### src/rtl/flush_controller_if.sv
// Handshake bundle between retire/hazard/fetch and the flush controller.
// Signal prefixes are from the controller's point of view.
interface flush_controller_if #(
    parameter int ADDR_W = 32,
    parameter int IDX_W  = 4
);
    logic              i_mispredict_valid;
    logic [ADDR_W-1:0] i_mispredict_pc;
    logic [IDX_W-1:0]  i_mispredict_idx;
    logic [IDX_W-1:0]  i_rob_tail;
    logic              i_data_busy;
    logic              i_write_busy;
    logic              o_flushing;
    logic              o_overwrite_pc;
    logic [ADDR_W-1:0] o_new_pc;
    logic              o_rob_clear_valid;
    logic [IDX_W-1:0]  o_rob_clear_idx;
    logic              o_flush_done;

    modport master (
        output i_mispredict_valid, i_mispredict_pc, i_mispredict_idx, i_rob_tail,
               i_data_busy, i_write_busy,
        input  o_flushing, o_overwrite_pc, o_new_pc, o_rob_clear_valid,
               o_rob_clear_idx, o_flush_done
    );

    modport slave (
        input  i_mispredict_valid, i_mispredict_pc, i_mispredict_idx, i_rob_tail,
               i_data_busy, i_write_busy,
        output o_flushing, o_overwrite_pc, o_new_pc, o_rob_clear_valid,
               o_rob_clear_idx, o_flush_done
    );
endinterface

### src/rtl/flush_controller.sv
// Mispredict recovery sequencer: drain memory activity, invalidate younger ROB
// entries one per cycle, then redirect fetch. All outputs are registered.
module flush_controller #(
    parameter int ROB_SIZE = 16,
    parameter int IDX_W    = $clog2(ROB_SIZE),
    parameter int ADDR_W   = 32
) (
    input logic               clk,
    input logic               reset,
    flush_controller_if.slave bus
);
    typedef enum logic [2:0] {
        ST_IDLE,
        ST_DRAIN,
        ST_WALK,
        ST_REDIRECT,
        ST_DONE
    } state_t;

    state_t            r_state;
    state_t            w_state_nxt;
    logic [ADDR_W-1:0] r_tgt;
    logic [ADDR_W-1:0] w_tgt_nxt;
    logic [IDX_W-1:0]  r_ptr;
    logic [IDX_W-1:0]  w_ptr_nxt;
    logic [IDX_W-1:0]  r_end;
    logic [IDX_W-1:0]  w_end_nxt;

    logic              r_flushing;
    logic              r_overwrite_pc;
    logic [ADDR_W-1:0] r_new_pc;
    logic              r_rob_clear_valid;
    logic [IDX_W-1:0]  r_rob_clear_idx;
    logic              r_flush_done;

    // r_ptr is the entry cleared in the current WALK cycle; ROB_SIZE is a
    // power of two so index arithmetic wraps for free.
    always_comb begin
        w_state_nxt = r_state;
        w_tgt_nxt   = r_tgt;
        w_ptr_nxt   = r_ptr;
        w_end_nxt   = r_end;
        case (r_state)
            ST_IDLE: begin
                if (bus.i_mispredict_valid) begin
                    w_tgt_nxt   = bus.i_mispredict_pc;
                    w_ptr_nxt   = bus.i_mispredict_idx + IDX_W'(1);
                    w_end_nxt   = bus.i_rob_tail;
                    w_state_nxt = ST_DRAIN;
                end
            end
            ST_DRAIN: begin
                if (!(bus.i_data_busy || bus.i_write_busy)) begin
                    w_state_nxt = (r_ptr != r_end) ? ST_WALK : ST_REDIRECT;
                end
            end
            ST_WALK: begin
                w_ptr_nxt = r_ptr + IDX_W'(1);
                if (w_ptr_nxt == r_end) begin
                    w_state_nxt = ST_REDIRECT;
                end
            end
            ST_REDIRECT: w_state_nxt = ST_DONE;
            ST_DONE:     w_state_nxt = ST_IDLE;
            default:     w_state_nxt = ST_IDLE;
        endcase
    end

    // Outputs are decoded from the next state so they appear glitch-free from flops.
    always_ff @(posedge clk or negedge reset) begin
        if (!reset) begin
            r_state           <= ST_IDLE;
            r_tgt             <= '0;
            r_ptr             <= '0;
            r_end             <= '0;
            r_flushing        <= 1'b0;
            r_overwrite_pc    <= 1'b0;
            r_new_pc          <= '0;
            r_rob_clear_valid <= 1'b0;
            r_rob_clear_idx   <= '0;
            r_flush_done      <= 1'b0;
        end else begin
            r_state           <= w_state_nxt;
            r_tgt             <= w_tgt_nxt;
            r_ptr             <= w_ptr_nxt;
            r_end             <= w_end_nxt;
            r_flushing        <= (w_state_nxt == ST_DRAIN) || (w_state_nxt == ST_WALK) ||
                                 (w_state_nxt == ST_REDIRECT);
            r_overwrite_pc    <= (w_state_nxt == ST_REDIRECT);
            r_new_pc          <= (w_state_nxt == ST_REDIRECT) ? w_tgt_nxt : '0;
            r_rob_clear_valid <= (w_state_nxt == ST_WALK);
            r_rob_clear_idx   <= (w_state_nxt == ST_WALK) ? w_ptr_nxt : '0;
            r_flush_done      <= (w_state_nxt == ST_DONE);
        end
    end

    assign bus.o_flushing        = r_flushing;
    assign bus.o_overwrite_pc    = r_overwrite_pc;
    assign bus.o_new_pc          = r_new_pc;
    assign bus.o_rob_clear_valid = r_rob_clear_valid;
    assign bus.o_rob_clear_idx   = r_rob_clear_idx;
    assign bus.o_flush_done      = r_flush_done;
endmodule

### src/flat_wrapper.sv
// flat-port wrapper written by rule: the top's interface ports become plain ports
module flush_controller_flat 
#(
    parameter int ROB_SIZE = 16,
    parameter int IDX_W    = $clog2(ROB_SIZE),
    parameter int ADDR_W   = 32
)
  (clk, reset, bus_i_mispredict_valid, bus_i_mispredict_pc, bus_i_mispredict_idx, bus_i_rob_tail, bus_i_data_busy, bus_i_write_busy, bus_o_flushing, bus_o_overwrite_pc, bus_o_new_pc, bus_o_rob_clear_valid, bus_o_rob_clear_idx, bus_o_flush_done);
  flush_controller_if #(.ADDR_W(ADDR_W), .IDX_W(IDX_W)) bus_i ();
  input logic clk;
  input logic reset;
  input wire logic [$bits(bus_i.i_mispredict_valid)-1:0] bus_i_mispredict_valid;
  input wire logic [$bits(bus_i.i_mispredict_pc)-1:0] bus_i_mispredict_pc;
  input wire logic [$bits(bus_i.i_mispredict_idx)-1:0] bus_i_mispredict_idx;
  input wire logic [$bits(bus_i.i_rob_tail)-1:0] bus_i_rob_tail;
  input wire logic [$bits(bus_i.i_data_busy)-1:0] bus_i_data_busy;
  input wire logic [$bits(bus_i.i_write_busy)-1:0] bus_i_write_busy;
  output wire logic [$bits(bus_i.o_flushing)-1:0] bus_o_flushing;
  output wire logic [$bits(bus_i.o_overwrite_pc)-1:0] bus_o_overwrite_pc;
  output wire logic [$bits(bus_i.o_new_pc)-1:0] bus_o_new_pc;
  output wire logic [$bits(bus_i.o_rob_clear_valid)-1:0] bus_o_rob_clear_valid;
  output wire logic [$bits(bus_i.o_rob_clear_idx)-1:0] bus_o_rob_clear_idx;
  output wire logic [$bits(bus_i.o_flush_done)-1:0] bus_o_flush_done;
  assign bus_i.i_mispredict_valid = bus_i_mispredict_valid;
  assign bus_i.i_mispredict_pc = bus_i_mispredict_pc;
  assign bus_i.i_mispredict_idx = bus_i_mispredict_idx;
  assign bus_i.i_rob_tail = bus_i_rob_tail;
  assign bus_i.i_data_busy = bus_i_data_busy;
  assign bus_i.i_write_busy = bus_i_write_busy;
  assign bus_o_flushing = bus_i.o_flushing;
  assign bus_o_overwrite_pc = bus_i.o_overwrite_pc;
  assign bus_o_new_pc = bus_i.o_new_pc;
  assign bus_o_rob_clear_valid = bus_i.o_rob_clear_valid;
  assign bus_o_rob_clear_idx = bus_i.o_rob_clear_idx;
  assign bus_o_flush_done = bus_i.o_flush_done;
  flush_controller #(.ROB_SIZE(ROB_SIZE), .IDX_W(IDX_W), .ADDR_W(ADDR_W)) u_core (.clk(clk), .reset(reset), .bus(bus_i));
endmodule
### config.mk
export PLATFORM = sky130hd
export DESIGN_NAME = flush_controller_flat
export DESIGN_NICKNAME = d
export VERILOG_FILES = /design/src/rtl/flush_controller_if.sv /design/src/rtl/flush_controller.sv /design/src/flat_wrapper.sv
export SDC_FILE = /design/constraint.sdc
export NUM_CORES = 1
export LEC_CHECK = 0
export ABC_AREA = 1
export BUFFER_PORTS_ARGS = -buffer_cell sky130_fd_sc_hd__buf_2
export CORE_AREA = 2 2 92 94
export CTS_BUF_LIST = sky130_fd_sc_hd__clkbuf_16
export CTS_CLUSTER_DIAMETER = 200
export DETAILED_ROUTE_END_ITERATION = 16
export DIE_AREA = 0 0 94 96
export PLACE_DENSITY_LB_ADDON = 0.3
export SYNTH_ARGS = -nofsm -noshare
export SYNTH_HDL_FRONTEND = slang
export SYNTH_SLANG_ARGS = --single-unit
### constraint.sdc
create_clock -name clk -period 4.9 [get_ports clk]
set_input_delay 0.245 -clock clk [delete_from_list [all_inputs] [get_ports clk]]
set_output_delay 0.245 -clock clk [all_outputs]
set_load 0.005 [all_outputs]
[Yosys cells after proc, flatten, opt, wreduce, memory -nomap -nowiden]
Cells that the tools add are included.
W data, S select, Z words.
Cells by class
  add/sub/neg operators: 2
  multipliers: 0
  div/mod/pow operators: 0
  order comparisons: 0
  eq/ne operators: 9
  shifts and indexed selects: 0
  multiplexer cells: 11
  bitwise operators: 0
  reductions and logical operators: 5
Operators with widths (number)
  $mux W32: 3
  $eq A3 B2 Y1 const B: 4
  $pmux W3 S4: 1
  $mux W3: 3
  $add A4 B1 Y4 const B: 2
  $mux W4: 2
  $pmux W4 S2: 1
  $eq A3 B1 Y1 const B: 2
  $eq A4 B4 Y1: 1
  $ne A4 B4 Y1: 1
  $eq A3 B3 Y1 const B: 1
  $logic_not A3 Y1: 1
  $logic_or A1 B1 Y1: 3
  $reduce_and A2 Y1: 1
  $mux W1: 1
Word-level totals
  bits in registers: 83
  bits in latches: 0
  RAM bits: 0
  memory bits (read-only): 0
  logic and storage cells: 37
  memories kept: 0

[Longest topological paths before layout]
Gate-level depths: netlist of run 1.
  depth after elaboration: 7
  gate-level depth with buffers: 11
  gate-level depth less buffers: 10

[Least setup slack after synthesis of run 1]
OpenSTA, ideal clock, no wires.
  path type: flip-flop to flip-flop
  start point: reg u_core.r_ptr[0]
  end point: reg u_core.r_new_pc[10] (netlist: u_core.bus.o_new_pc[10])
  data arrival time: 1496 ps
  setup slack: 3335 ps
  stages on the path, launching flop included: 12
  buffers on the path: 1
  clock period less this slack: 1565 ps
  cells stage by stage: dfrtp_1 > ha_1 > inv_1 > nand2_1 > nand2_1 > nand3_1 > nor2_2 > nand2_2 > nand3_4 > nand2_8 > buf_12 > nor2_2
On the way
  longest elaborated chain between the ends: 6
RTL lines
  start, declared: line flush_controller.sv:24  | logic [IDX_W-1:0] r_ptr;
  start signal, assigned: line flush_controller.sv:85  | r_ptr <= w_ptr_nxt;
  $add A4 B1 Y4 / $ne A4 B4 Y1 (equally long branches): line flush_controller.sv:58, flush_controller.sv:54
  $eq A4 B4 Y1 / $mux W1 (equally long branches): line flush_controller.sv:59, flush_controller.sv:54
  $mux W3, on equally long branches: line flush_controller.sv:59, flush_controller.sv:53
  $pmux W3 S4 (*): line flush_controller.sv:43  | case (r_state)
  net u_core.w_state_nxt[0]: line flush_controller.sv:21  | state_t w_state_nxt;
  $eq A3 B2 Y1 (*): line flush_controller.sv:90  | r_new_pc <= (w_state_nxt == ST_REDIRECT) ? w_tgt_nxt : '0;
  $mux W32 (*): line flush_controller.sv:90
  end signal, assigned: line flush_controller.sv:90
  end, declared: line flush_controller.sv:31  | logic [ADDR_W-1:0] r_new_pc;
Mark *: on every way through the listed nets, which the timed path passes. The rest lies on a longest branch.
A chain may end at the register's enable or synchronous reset.

[Final worst setup path of run 1]
  start point: reg u_core.r_state[2]
  end point: reg u_core.r_new_pc[26] (netlist: u_core.bus.o_new_pc[26])
On the way
  longest elaborated chain between the ends: 4
RTL lines
  start, declared: line flush_controller.sv:20  | state_t r_state;
  start signal, assigned: line flush_controller.sv:83  | r_state <= w_state_nxt;
  $eq A3 B2 Y1 (tied with other cells): line flush_controller.sv:43
  $pmux W3 S4 (*): line flush_controller.sv:43
  net u_core.w_state_nxt[0]: line flush_controller.sv:21
  $eq A3 B2 Y1 (*): line flush_controller.sv:90
  $mux W32 (*): line flush_controller.sv:90
Marked as above.

==> results of run 1 <==
## worst register-to-register path, cell delays in order (launching register included)
cell                      delay, ns
sky130_fd_sc_hd__dfrtp_1       0.40
sky130_fd_sc_hd__inv_2         0.09
sky130_fd_sc_hd__nand2_4       0.07
sky130_fd_sc_hd__nor2_4        0.12
sky130_fd_sc_hd__inv_4         0.07
sky130_fd_sc_hd__nor2_8        0.36
sky130_fd_sc_hd__inv_4         0.30
sky130_fd_sc_hd__nand3_4       0.23
sky130_fd_sc_hd__nand2_8       0.21
sky130_fd_sc_hd__nor2_2        0.20
## state kept, by name (all words and copies together), names as in the netlist
name and count:
u_core.bus.o_new_pc 32, u_core.bus.o_rob_clear_valid 1, u_core.bus.o_overwrite_pc 1, u_core.bus.o_flush_done 1, u_core.r_state 3, u_core.bus.o_flushing 1
u_core.r_tgt 32, u_core.r_ptr 4, u_core.r_end 4, u_core.bus.o_rob_clear_idx 4
## cell type report
type | instances | area, µm²
repair buffers | 84 | 423
flip-flops and latches | 83 | 2080
multi-input cells | 185 | 1090
inverters | 59 | 226
fillers | 738 | 3770
clock buffers | 9 | 225
well taps | 105 | 131
clock inverters | 5 | 103
## power groups by stage
stage          clock, W  sequential [W]  combinational [W]
6_report       0.000750         0.00104            0.00102
5_1_grt        0.000791         0.00107            0.00118
4_1_cts        0.000763         0.00104            0.00104
3_5_place_dp          0         0.00105            0.00103
3_3_place_gp          0         0.00105            0.00100
2_1_floorplan         0         0.00104           0.000804
## logic make-up after synthesis
kind of cell | synth area share (%)
AOI/OAI and AO/OA | 7.55
buffers and inverters | 9.27
xor gates and xnor gates | 0.501
DFF | 59.4
adders and majority gates | 0.716
and+or+nand+nor | 22.5
## layer usage
| layer | vias to the layer above | global-route usage (%) | wire [µm] |
|---|---|---|---|
| li1 | 1187 | - | - |
| met4 | 0 | 5.80 | 89 |
| met5 | - | 0 | 0 |
| met3 | 9 | 4.54 | 378 |
| met1 | 1120 | 22.3 | 3190 |
| met2 | 58 | 24.2 | 2970 |
## synth_stat cells, drive strengths merged (2+ instances only)
master  count
nor3        3
inv        59
dfrtp      83
or2        33
nor2       50
ha          2
buf        10
nand2      41
o21ai      41
nand3      10
xor2        2
## per-stage QoR
stage / setup WS, ns / cells / power, W
2_1_floorplan: 3.34 / 337 / 0.00185
3_3_place_gp: 2.87 / 516 / 0.00205
3_5_place_dp: 2.77 / 516 / 0.00208
4_1_cts: 2.74 / 530 / 0.00285
5_1_grt: 2.54 / 530 / 0.00304
6_report: 2.78 / 530 / 0.00281
## final timing paths
kind,endpoint,cells after the start,slack [ns],startpoint
max reg2reg,u_core.bus.o_new_pc[26],9,2.78,u_core.r_state[2]
min reg2reg,u_core.bus.o_flush_done,1,0.48,u_core.r_state[2]
min in group clk,u_core.r_tgt[20],3,0.14,bus_i_mispredict_pc[20]
min,u_core.bus.o_rob_clear_idx[2],1,0.08,reset
max,u_core.bus.o_new_pc[26],9,2.78,u_core.r_state[2]
max in group asynchronous,u_core.r_tgt[10],1,4.16,reset
==> run summary, run 1 <==
RUN STATUS
--------------------------------------------------------------------------------------
Result of the run                                                         finished clean

FLOORPLANNING
--------------------------------------------------------------------------------------
Overall die width                                                                94 µm
Die Span Y                                                                       96 µm
Core box area                                                              0.00805 mm²
I/O pins                                                                            85
Row count                                                                           33
Area of the die                                                            0.00902 mm²
Effective utilization at floorplan                                               43.4%

FINAL LAYOUT
--------------------------------------------------------------------------------------
Diodes inserted                                                                      0
Summed area of non-filler cells in the final layout                        0.00428 mm²
Number of nets in the layout                                                       469
Share of post-route cells with drive strength above 1                            38.4%
Layout Utilization                                                               53.1%
Area Growth Syn to Fin                                                           22.4%
Commonest cells after routing, fill and taps aside                        sky130_fd_sc_hd__buf_2, sky130_fd_sc_hd__dfrtp_1, sky130_fd_sc_hd__inv_1

SYNTHESIS
--------------------------------------------------------------------------------------
Dominant cell type by area after synthesis                                sky130_fd_sc_hd__dfrtp_1
Number of cells produced by synthesis                                              337
Sequential fraction of the synthesis area                                        59.4%
Async S/R FF share, synth                                                         100%
Synth area leaders                                                        sky130_fd_sc_hd__dfrtp_1, sky130_fd_sc_hd__inv_1, sky130_fd_sc_hd__nor2_2
Total of flip-flops plus latches after synthesis                                    83
Post-synth EDFFs                                                                     0
Most frequently used flop master after synthesis                          sky130_fd_sc_hd__dfrtp_1
Number of nets produced by synthesis                                               384
Fraction of synthesized cell area taken by the top area cell type                59.4%
Avg Synthesized Cell Area                                                     10.4 µm²
Synth unique cells                                                                  29
Total of warnings raised by yosys                                                    0
Cell Area, Synth                                                           0.00349 mm²

CLOCKING
--------------------------------------------------------------------------------------
TritonCTS clock tree                                                               yes
Total CTS buffers                                                                    9
Clock-pin transition on the worst setup and hold timing paths                  0.06 ns
CTS H-tree depth                                                                     3
Number of sinks on the clock net                                                    83
Skew-Pair Late Insertion Delay                                                 0.33 ns
Clock root buffer                                                         sky130_fd_sc_hd__clkbuf_16
Number of resized instances in the post-cts repair step                              0
Post-CTS Repair Setup Buffers                                                        0
Worst-case clock buffer depth                                                        2
Hold_buf cts                                                                         0

ROUTE
--------------------------------------------------------------------------------------
Residual antenna-violating net count after detailed routing                          0
Via density per instance                                                          4.48
Detailed Route Iter0 Violations                                                    101
Average wire per standard cell                                                 12.5 µm
Overall via count from detail_route                                               2374
Number of design rule violations left after detail routing                           0
Count of TritonRoute iterations in the first routing pass                            4
Total length of routed wires                                                   6630 µm

WORST SETUP PATH
--------------------------------------------------------------------------------------
Kind of cell adding the most delay to the critical path                   simple AND/OR/NAND/NOR gates
Type of destination of the critical path                                      register
Most used cell along the critical path                                    sky130_fd_sc_hd__inv_4
Number of buffer and inverter stages on the critical path                            3
Arrival time worst endpoint                                                    2.38 ns
Cells along the critical path                                             inv_2 -> nand2_4 -> nor2_4 -> inv_4 -> nor2_8 -> inv_4 -> nand3_4 -> nand2_8 -> nor2_2
Delay of the slowest cell on the worst path                                    0.40 ns
Maximum fanout along the worst path                                                 41
Type of the setup path with the least slack                                    reg2reg
Kind of start point of the critical path                                      register
Library cell contributing the largest single delay on the critical path   sky130_fd_sc_hd__dfrtp_1
CP required                                                                    5.15 ns

PWR
--------------------------------------------------------------------------------------
Clock network power share                                                        26.7%
Leakage Power                                                                  2.27 nW
Part of the total power dissipated in combinational logic                        36.3%
Net switching power figure                                                  0.000998 W
Flop pwr share                                                                   37.1%
Net Sw Frac                                                                      35.5%
Internal power component                                                     0.00181 W
P per Cell Area                                                             657 mW/mm²
Worst-case vdd ir drop                                                        0.224 mV

RUN
--------------------------------------------------------------------------------------
Number of maximum-capacitance constraint violations                                  0

GLOBAL ROUTE
--------------------------------------------------------------------------------------
Maximum number of pins on one net before global-route repair                        84
Wire length of the first global-routing pass                                  11000 µm
Remaining global-route overflow                                                      0
Number of antenna violations at the first check in global routing                    0
Overall Global Routing Usage                                                     16.0%
Via count of the first global-routing pass                                        2303

TIMING
--------------------------------------------------------------------------------------
Maximum clock frequency                                                        471 MHz
Final Hold Vio Count                                                                 0
Actual transition at the worst max-transition pin                              1.02 ns
Period utilization                                                               43.4%
Setup violation total in the final timing report                                     0
Slew headroom                                                                    32.3%
Final number of max-transition violations                                            0
Worst slack on hold paths                                                    0.0820 ns
Unrepaired setup endpoints after global routing                                     no
Total Negative Setup Slacks                                                       0 ns
Worst clock skew                                                            0.00744 ns
Final critical-path required period                                            2.12 ns

PLACE
--------------------------------------------------------------------------------------
Placed Instance Area                                                       0.00395 mm²
Routability Congestion                                                           0.788
Final HPWL from detailed placement                                             4420 µm
Quantity of I/O buffers inserted on ports                                           84

WORST HOLD PATH
--------------------------------------------------------------------------------------
Kind of path behind the tightest hold check                                   in2async

Note: power is estimated with default switching activity, not from simulation.
==> inputs of run 2 (changes only) <==
--- a/config.mk
+++ b/config.mk
@@ -5,13 +5,13 @@
 export SDC_FILE = /design/constraint.sdc
 export NUM_CORES = 1
 export LEC_CHECK = 0
-export ABC_AREA = 1
+export ABC_AREA = 0
 export BUFFER_PORTS_ARGS = -buffer_cell sky130_fd_sc_hd__buf_2
-export CORE_AREA = 2 2 92 94
+export CORE_AREA = 2 2 88 90
 export CTS_BUF_LIST = sky130_fd_sc_hd__clkbuf_16
 export CTS_CLUSTER_DIAMETER = 200
 export DETAILED_ROUTE_END_ITERATION = 16
-export DIE_AREA = 0 0 94 96
+export DIE_AREA = 0 0 90 92
 export PLACE_DENSITY_LB_ADDON = 0.3
 export SYNTH_ARGS = -nofsm -noshare
 export SYNTH_HDL_FRONTEND = slang
==> constraint.sdc (replaced) <==
create_clock -name clk -period 2.13 [get_ports clk]
set_input_delay 0.1065 -clock clk [delete_from_list [all_inputs] [get_ports clk]]
set_output_delay 0.1065 -clock clk [all_outputs]
set_load 0.005 [all_outputs]
==> run summary, run 2 <==
ROUTE
--------------------------------------------------------------------------------------
Via density per instance                                                          4.91   +9.6%
Average wire per standard cell                                                 15.1 µm   +21%
Number of design rule violations left after detail routing                           0   unchanged
Overall via count from detail_route                                               2116   -11%
Residual antenna-violating net count after detailed routing                          0   unchanged
Detailed Route Iter0 Violations                                                     57   -44%
Count of TritonRoute iterations in the first routing pass                            6   +2
Total length of routed wires                                                   6510 µm   -1.9%

PLACE
--------------------------------------------------------------------------------------
Placed instance count                                                              408   -21%
Final HPWL from detailed placement                                             4260 µm   -3.6%
Routability Congestion                                                           0.826   +4.8%
Quantity of I/O buffers inserted on ports                                           84   unchanged
Placed Instance Area                                                       0.00380 mm²   -3.9%

TIMING
--------------------------------------------------------------------------------------
Maximum clock frequency                                                        536 MHz   +14%
Worst clock skew                                                             0.0124 ns   +0.00498 ns
Period utilization                                                               87.6%   +44 points
Final number of max-transition violations                                            0   unchanged
Setup violation total in the final timing report                                     0   unchanged
Total Negative Setup Slacks                                                       0 ns   unchanged
Slew headroom                                                                    62.0%   +30 points
Unrepaired setup endpoints after global routing                                     no
Actual transition at the worst max-transition pin                             0.569 ns   -0.446 ns
Worst slack on hold paths                                                   0.00529 ns   -0.0767 ns
Final critical-path required period                                            1.87 ns   -0.259 ns
Final Hold Vio Count                                                                 0   unchanged

WORST SETUP PATH
--------------------------------------------------------------------------------------
Delay of the slowest cell on the worst path                                    0.42 ns   +0.02 ns
Number of cells traversed by the worst register-to-register path                     5   -4
Capture point of the worst reg-to-reg path                                u_core.bus.o_flushing
Number of buffer and inverter stages on the critical path                            0   -3
Type of destination of the critical path                                      register
Maximum fanout along the worst path                                                  7   -83%
Register-to-register path setup slack                                          0.26 ns   -2.51 ns
Startpoint of the worst register-to-register path                         u_core.r_ptr[0]
Library cell contributing the largest single delay on the critical path   sky130_fd_sc_hd__dfrtp_1
Kind of start point of the critical path                                      register
CP required                                                                    2.33 ns   -2.82 ns
Cells along the critical path                                             ha_1 -> xnor2_1 -> and4_1 -> a32o_2 -> or3_1
Arrival time worst endpoint                                                    2.06 ns   -0.32 ns
Kind of cell adding the most delay to the critical path                   simple AND/OR/NAND/NOR gates
Type of the setup path with the least slack                                    reg2reg

CLOCKING
--------------------------------------------------------------------------------------
Number of sinks on the clock net                                                    83   unchanged
Skew-Pair Late Insertion Delay                                                 0.33 ns   about the same
Total CTS buffers                                                                    9   unchanged
TritonCTS clock tree                                                               yes
Worst-case clock buffer depth                                                        2   unchanged
Clock root buffer                                                         sky130_fd_sc_hd__clkbuf_16
Number of resized instances in the post-cts repair step                              0   unchanged
CTS H-tree depth                                                                     3   unchanged
Clock-pin transition on the worst setup and hold timing paths                  0.06 ns   about the same

FINAL LAYOUT
--------------------------------------------------------------------------------------
Filler cell count                                                                  672   -8.9%
Summed area of non-filler cells in the final layout                        0.00418 mm²   -2.3%
Diodes inserted                                                                      0   unchanged
Share of post-route cells with drive strength above 1                            45.9%   +7.5 points
Filler-free cell count of the finished design                                      431   -19%
Commonest cells after routing, fill and taps aside                        sky130_fd_sc_hd__buf_2, sky130_fd_sc_hd__dfrtp_1, sky130_fd_sc_hd__mux2_2
Area Growth Syn to Fin                                                           29.7%
Number of nets in the layout                                                       371   -21%

SYNTHESIS
--------------------------------------------------------------------------------------
Synth area leaders                                                        sky130_fd_sc_hd__dfrtp_1, sky130_fd_sc_hd__mux2_2, sky130_fd_sc_hd__a21boi_0
Cell Area, Synth                                                           0.00322 mm²   -7.7%
Post-synth EDFFs                                                                     0   unchanged
Leading cell types by count after synthesis                               sky130_fd_sc_hd__dfrtp_1, sky130_fd_sc_hd__mux2_2, sky130_fd_sc_hd__a21boi_0, sky130_fd_sc_hd__nor2_1
Most frequent cell after synthesis                                        sky130_fd_sc_hd__dfrtp_1
Avg Synthesized Cell Area                                                     14.3 µm²   +38%
Fraction of synthesized cell area taken by the top area cell type                64.4%   +5.0 points
Number of nets produced by synthesis                                               272   -29%
Total of warnings raised by yosys                                                    0   unchanged
Number of cells produced by synthesis                                              225   -33%
Synth unique cells                                                                  41   +41%
Async S/R FF share, synth                                                         100%   unchanged
Dominant cell type by area after synthesis                                sky130_fd_sc_hd__dfrtp_1
Most frequently used flop master after synthesis                          sky130_fd_sc_hd__dfrtp_1
Total of flip-flops plus latches after synthesis                                    83   unchanged
Sequential fraction of the synthesis area                                        64.4%   +5.0 points

FLOORPLANNING
--------------------------------------------------------------------------------------
Core box area                                                              0.00745 mm²   -7.5%
Area of the die                                                            0.00828 mm²   -8.2%
I/O pins                                                                            85   unchanged
Effective utilization at floorplan                                               43.3%   -0.11 points
Row count                                                                           32   -3.0%
Die Span Y                                                                       92 µm   -4.2%
Overall die width                                                                90 µm   -4.3%

RUN STATUS
--------------------------------------------------------------------------------------
Result of the run                                                         finished clean

PWR
--------------------------------------------------------------------------------------
Worst-case vdd ir drop                                                        0.509 mV   +130%
Total power after layout                                                     0.00551 W   +96%
Leakage Power                                                                  2.06 nW   -9.1%
P per Cell Area                                                            1320 mW/mm²   +100%

GLOBAL ROUTE
--------------------------------------------------------------------------------------
Via count of the first global-routing pass                                        2209   -4.1%
Maximum number of pins on one net before global-route repair                        47   -44%
Remaining global-route overflow                                                      0   unchanged
Wire length of the first global-routing pass                                  10500 µm   -4.2%
Number of antenna violations at the first check in global routing                    0   unchanged
Overall Global Routing Usage                                                     16.4%   +0.38 points

WORST HOLD PATH
--------------------------------------------------------------------------------------
Number of cells on the worst hold path                                               2
Worst Min Path Start                                                      bus_i_mispredict_pc[20]
Min-Delay Endpoint                                                        u_core.r_tgt[20]
Kind of path behind the tightest hold check                                     in2reg

RUN
--------------------------------------------------------------------------------------
Number of maximum-capacitance constraint violations                                  0   unchanged

## run 2: final cells by class
cell class	count	area [µm²]	share of cell area (%)
clock inverter	7	91.3	2.18
timing repair buffer	99	566	13.5
inverter	1	3.75	0.0897
sequential	83	2080	49.7
clock buffer	9	225	5.38
tap	102	128	3.05
multi-input combinational	130	1090	26.1
## run 2: worst max-delay path by stage
stage | start | endpoint | slack (ns) | cells after the start
3_3_place_gp | u_core.r_ptr[0] | u_core.bus.o_flushing | 0.32 | 5
2_1_floorplan | u_core.r_ptr[0] | u_core.bus.o_flushing | 0.37 | 5
5_1_grt | u_core.r_ptr[0] | u_core.bus.o_flushing | 0.18 | 5
3_5_place_dp | u_core.r_ptr[0] | u_core.bus.o_flushing | 0.28 | 5
4_1_cts | u_core.r_ptr[0] | u_core.bus.o_flushing | 0.27 | 5
6_report | u_core.r_ptr[0] | u_core.bus.o_flushing | 0.26 | 5
## run 2: where the power goes
group,switching [W],internal (W)
sequential,0.000283,0.00208
clock,0.000597,0.00102
combinational,0.000688,0.000831
## run 2: logic make-up (layout without fill, tap and decap cells)
logic type	count (synthesis)	after routing	share of synthesized area (%)
mux	36	36	12.6
flops	83	83	64.4
xor+xnor	9	9	2.68
buf+inv	12	116	1.90
simple gates	35	35	6.71
compound gates	48	48	10.9
fa+ha+maj	2	2	0.776
## run 2: through the flow
stage                     util, %  setup slack [ns]
after floorplan                 -             0.370
after global placement       51.0             0.319
after detailed placement     51.0             0.284
after CTS                    55.8             0.267
after global routing         56.2             0.183
final                        56.2             0.264
## run 2: routing by layer
metal	share of wire, %	GRT usage [%]	routed length [µm]
met2	51	26.6	3320
met3	4.8	4.77	314
met5	0	0	0
met4	1.5	7.95	100
met1	43	20.3	2770
## run 2: what timing repair did
action | 4_1_cts | 5_1_grt
endpoints found under the hold margin | 47 | 3
hold buffers | 4 | 3
buffers inserted | 0 | 0
==> inputs of run 3 (changes only) <==
--- a/config.mk
+++ b/config.mk
@@ -8,7 +8,7 @@
 export ABC_AREA = 0
 export BUFFER_PORTS_ARGS = -buffer_cell sky130_fd_sc_hd__buf_2
 export CORE_AREA = 2 2 88 90
-export CTS_BUF_LIST = sky130_fd_sc_hd__clkbuf_16
+export CTS_BUF_LIST = sky130_fd_sc_hd__clkbuf_4 sky130_fd_sc_hd__clkbuf_8
 export CTS_CLUSTER_DIAMETER = 200
 export DETAILED_ROUTE_END_ITERATION = 16
 export DIE_AREA = 0 0 90 92
==> run summary, run 3 (synthesis results as in run 2) <==
WORST SETUP PATH
--------------------------------------------------------------------------------------
Library cell contributing the largest single delay on the critical path   sky130_fd_sc_hd__dfrtp_1
Type of destination of the critical path                                      register
CP required                                                                    2.34 ns   about the same
Type of the setup path with the least slack                                    reg2reg
Maximum fanout along the worst path                                                  7   unchanged
Arrival time worst endpoint                                                    2.08 ns   +0.02 ns
Number of buffer and inverter stages on the critical path                            0   unchanged
Delay of the slowest cell on the worst path                                    0.43 ns   about the same
Kind of cell adding the most delay to the critical path                   simple AND/OR/NAND/NOR gates
Cells along the critical path                                             ha_1 -> xnor2_1 -> and4_1 -> a32o_2 -> or3_1
Kind of start point of the critical path                                      register

FLOORPLANNING
--------------------------------------------------------------------------------------
Row count                                                                           32   unchanged
I/O pins                                                                            85   unchanged
Die Span Y                                                                       92 µm   unchanged
Overall die width                                                                90 µm   unchanged
Core box area                                                              0.00745 mm²   unchanged
Area of the die                                                            0.00828 mm²   unchanged
Effective utilization at floorplan                                               43.3%   unchanged

ROUTE
--------------------------------------------------------------------------------------
Via density per instance                                                          4.83   -1.5%
Count of TritonRoute iterations in the first routing pass                            4   -2
Total length of routed wires                                                   6650 µm   +2.2%
Residual antenna-violating net count after detailed routing                          0   unchanged
Number of design rule violations left after detail routing                           0   unchanged
Detailed Route Iter0 Violations                                                     44   -23%
Average wire per standard cell                                                 14.5 µm   -3.8%
Overall via count from detail_route                                               2214   +4.6%

TIMING
--------------------------------------------------------------------------------------
Period utilization                                                               87.7%   about the same
Setup violation total in the final timing report                                     0   unchanged
Post-route setup slack                                                        0.263 ns   -0.00136 ns
Final critical-path required period                                            1.87 ns   +0.00136 ns
Actual transition at the worst max-transition pin                             0.569 ns   +0.0000598 ns
Final number of max-transition violations                                            0   unchanged
Unrepaired setup endpoints after global routing                                     no
Total Negative Setup Slacks                                                       0 ns   unchanged
Slew headroom                                                                    62.0%   about the same
Worst clock skew                                                             0.0146 ns   +0.00214 ns
Final Hold Vio Count                                                                 0   unchanged
Maximum clock frequency                                                        536 MHz   about the same

CLOCKING
--------------------------------------------------------------------------------------
Worst-case clock buffer depth                                                        2   unchanged
Total CTS buffers                                                                    9   unchanged
Clock-pin transition on the worst setup and hold timing paths                  0.08 ns   +0.02 ns
TritonCTS clock tree                                                               yes
Post-CTS Repair Setup Buffers                                                        0   unchanged
Number of sinks on the clock net                                                    83   unchanged
Skew-Pair Late Insertion Delay                                                 0.34 ns   about the same
Clock root buffer                                                         sky130_fd_sc_hd__clkbuf_8
CTS H-tree depth                                                                     3   unchanged

GLOBAL ROUTE
--------------------------------------------------------------------------------------
Remaining global-route overflow                                                      0   unchanged
Maximum number of pins on one net before global-route repair                        47   unchanged
Via count of the first global-routing pass                                        2316   +4.8%
Number of antenna violations at the first check in global routing                    0   unchanged
Overall Global Routing Usage                                                     16.9%   +0.46 points
Layer with the highest usage                                                      met2
Wire length of the first global-routing pass                                  10900 µm   +3.7%
Met2 layer usage reported by global route                                        27.9%   +1.3 points
Global Route met1 Usage                                                          21.0%   +0.75 points
Met3 capacity usage during global routing                                        3.94%   -0.82 points

FINAL LAYOUT
--------------------------------------------------------------------------------------
Area Growth Syn to Fin                                                           35.1%
Footprint of the flip-flops and latches                                    0.00208 mm²   unchanged
Commonest cells after routing, fill and taps aside                        sky130_fd_sc_hd__buf_2, sky130_fd_sc_hd__dfrtp_1, sky130_fd_sc_hd__mux2_2
Number of nets in the layout                                                       398   +7.3%
Filler cell count                                                                  647   -3.7%
Share of post-route cells with drive strength above 1                            42.7%   -3.2 points
Diodes inserted                                                                      0   unchanged
Multi-input combinational cell area                                        0.00109 mm²   unchanged

PWR
--------------------------------------------------------------------------------------
P per Cell Area                                                            1180 mW/mm²   -10%
Clock network power share                                                        23.7%   -5.7 points
Worst-case vdd ir drop                                                        0.639 mV   +25%
Net switching power figure                                                   0.00152 W   -3.0%
Part of the total power dissipated in combinational logic                        30.3%   +2.7 points
Leakage Power                                                                  2.13 nW   +3.2%
Flop pwr share                                                                   46.1%   +3.1 points
Net Sw Frac                                                                      29.6%   +1.1 points
Internal power component                                                     0.00362 W   -8.1%

PLACE
--------------------------------------------------------------------------------------
Routability Congestion                                                           0.826   unchanged
Final HPWL from detailed placement                                             4260 µm   unchanged
Post-placement worst setup slack                                              0.284 ns   unchanged
Quantity of I/O buffers inserted on ports                                           84   unchanged

RUN
--------------------------------------------------------------------------------------
Number of maximum-capacitance constraint violations                                  0   unchanged

RUN STATUS
--------------------------------------------------------------------------------------
Result of the run                                                         finished clean

WORST HOLD PATH
--------------------------------------------------------------------------------------
Kind of path behind the tightest hold check                                     in2reg

-- run 3: cell count changes in the layout (fill, tap and decap cells not counted), sizes merged --
cell         before  now
inv               3    2
clkbuf            9   10
dlygate4sd3       7   34
-- run 3: layout make-up --
| type | instances | area share, % |
|---|---|---|
| Tap cell | 102 | 2.93 |
| Sequential cell | 83 | 47.7 |
| Clock buffer | 10 | 3.02 |
| Multi-Input combinational cell | 130 | 25.1 |
| Clock inverter | 6 | 2.01 |
| Timing Repair Buffer | 126 | 19.2 |
| Inverter | 1 | 0.0862 |
-- run 3: power groups by stage --
stage / Sequential, W / Combinational, W / Clock [W]
after CTS: 0.00237 / 0.00156 / 0.00125
after global placement: 0.00236 / 0.00145 / 0
after floorplan: 0.00234 / 0.00110 / 0
after global routing: 0.00244 / 0.00170 / 0.00132
after detailed placement: 0.00240 / 0.00151 / 0
final: 0.00237 / 0.00156 / 0.00122
-- run 3: worst paths after layout --
check	startpoint	slack, ns	to	depth (start not counted)
worst max-delay path	u_core.r_ptr[0]	0.26	u_core.bus.o_flushing	5
worst min-delay path	bus_i_mispredict_pc[8]	0.01	u_core.r_tgt[8]	2
worst max register to register	u_core.r_ptr[0]	0.26	u_core.bus.o_flushing	5
worst min register to register	u_core.r_tgt[24]	0.50	u_core.r_tgt[24]	1
max in group asynchronous	reset	1.13	u_core.r_tgt[15]	3
min in group asynchronous	reset	0.30	u_core.bus.o_new_pc[6]	2
-- run 3: metrics by stage --
stage          utilization [%]  total power (W)  instance area, µm²  cells  hold WS [ns]
2_1_floorplan                -          0.00344                3220    225        -0.189
3_3_place_gp              51.0          0.00381                3800    408         0.141
3_5_place_dp              51.0          0.00391                3800    408         0.142
4_1_cts                   58.4          0.00518                4350    457       0.00233
5_1_grt                   58.5          0.00545                4360    458       0.00595
6_report                  58.5          0.00514                4360    458        0.0129
-- run 3: layer usage --
layer  share of wire, %  vias to the layer above
li1                   -                     1050
met1                 43                     1088
met2                 51                       63
met3                4.8                       13
met4                1.7                        0
met5                  0                        -
-- run 3: repair_timing --
action	CTS	global route
endpoints found under the hold margin	76	1
hold buffers	33	1
endpoints found under the setup margin	0	0
gates resized for setup	0	0
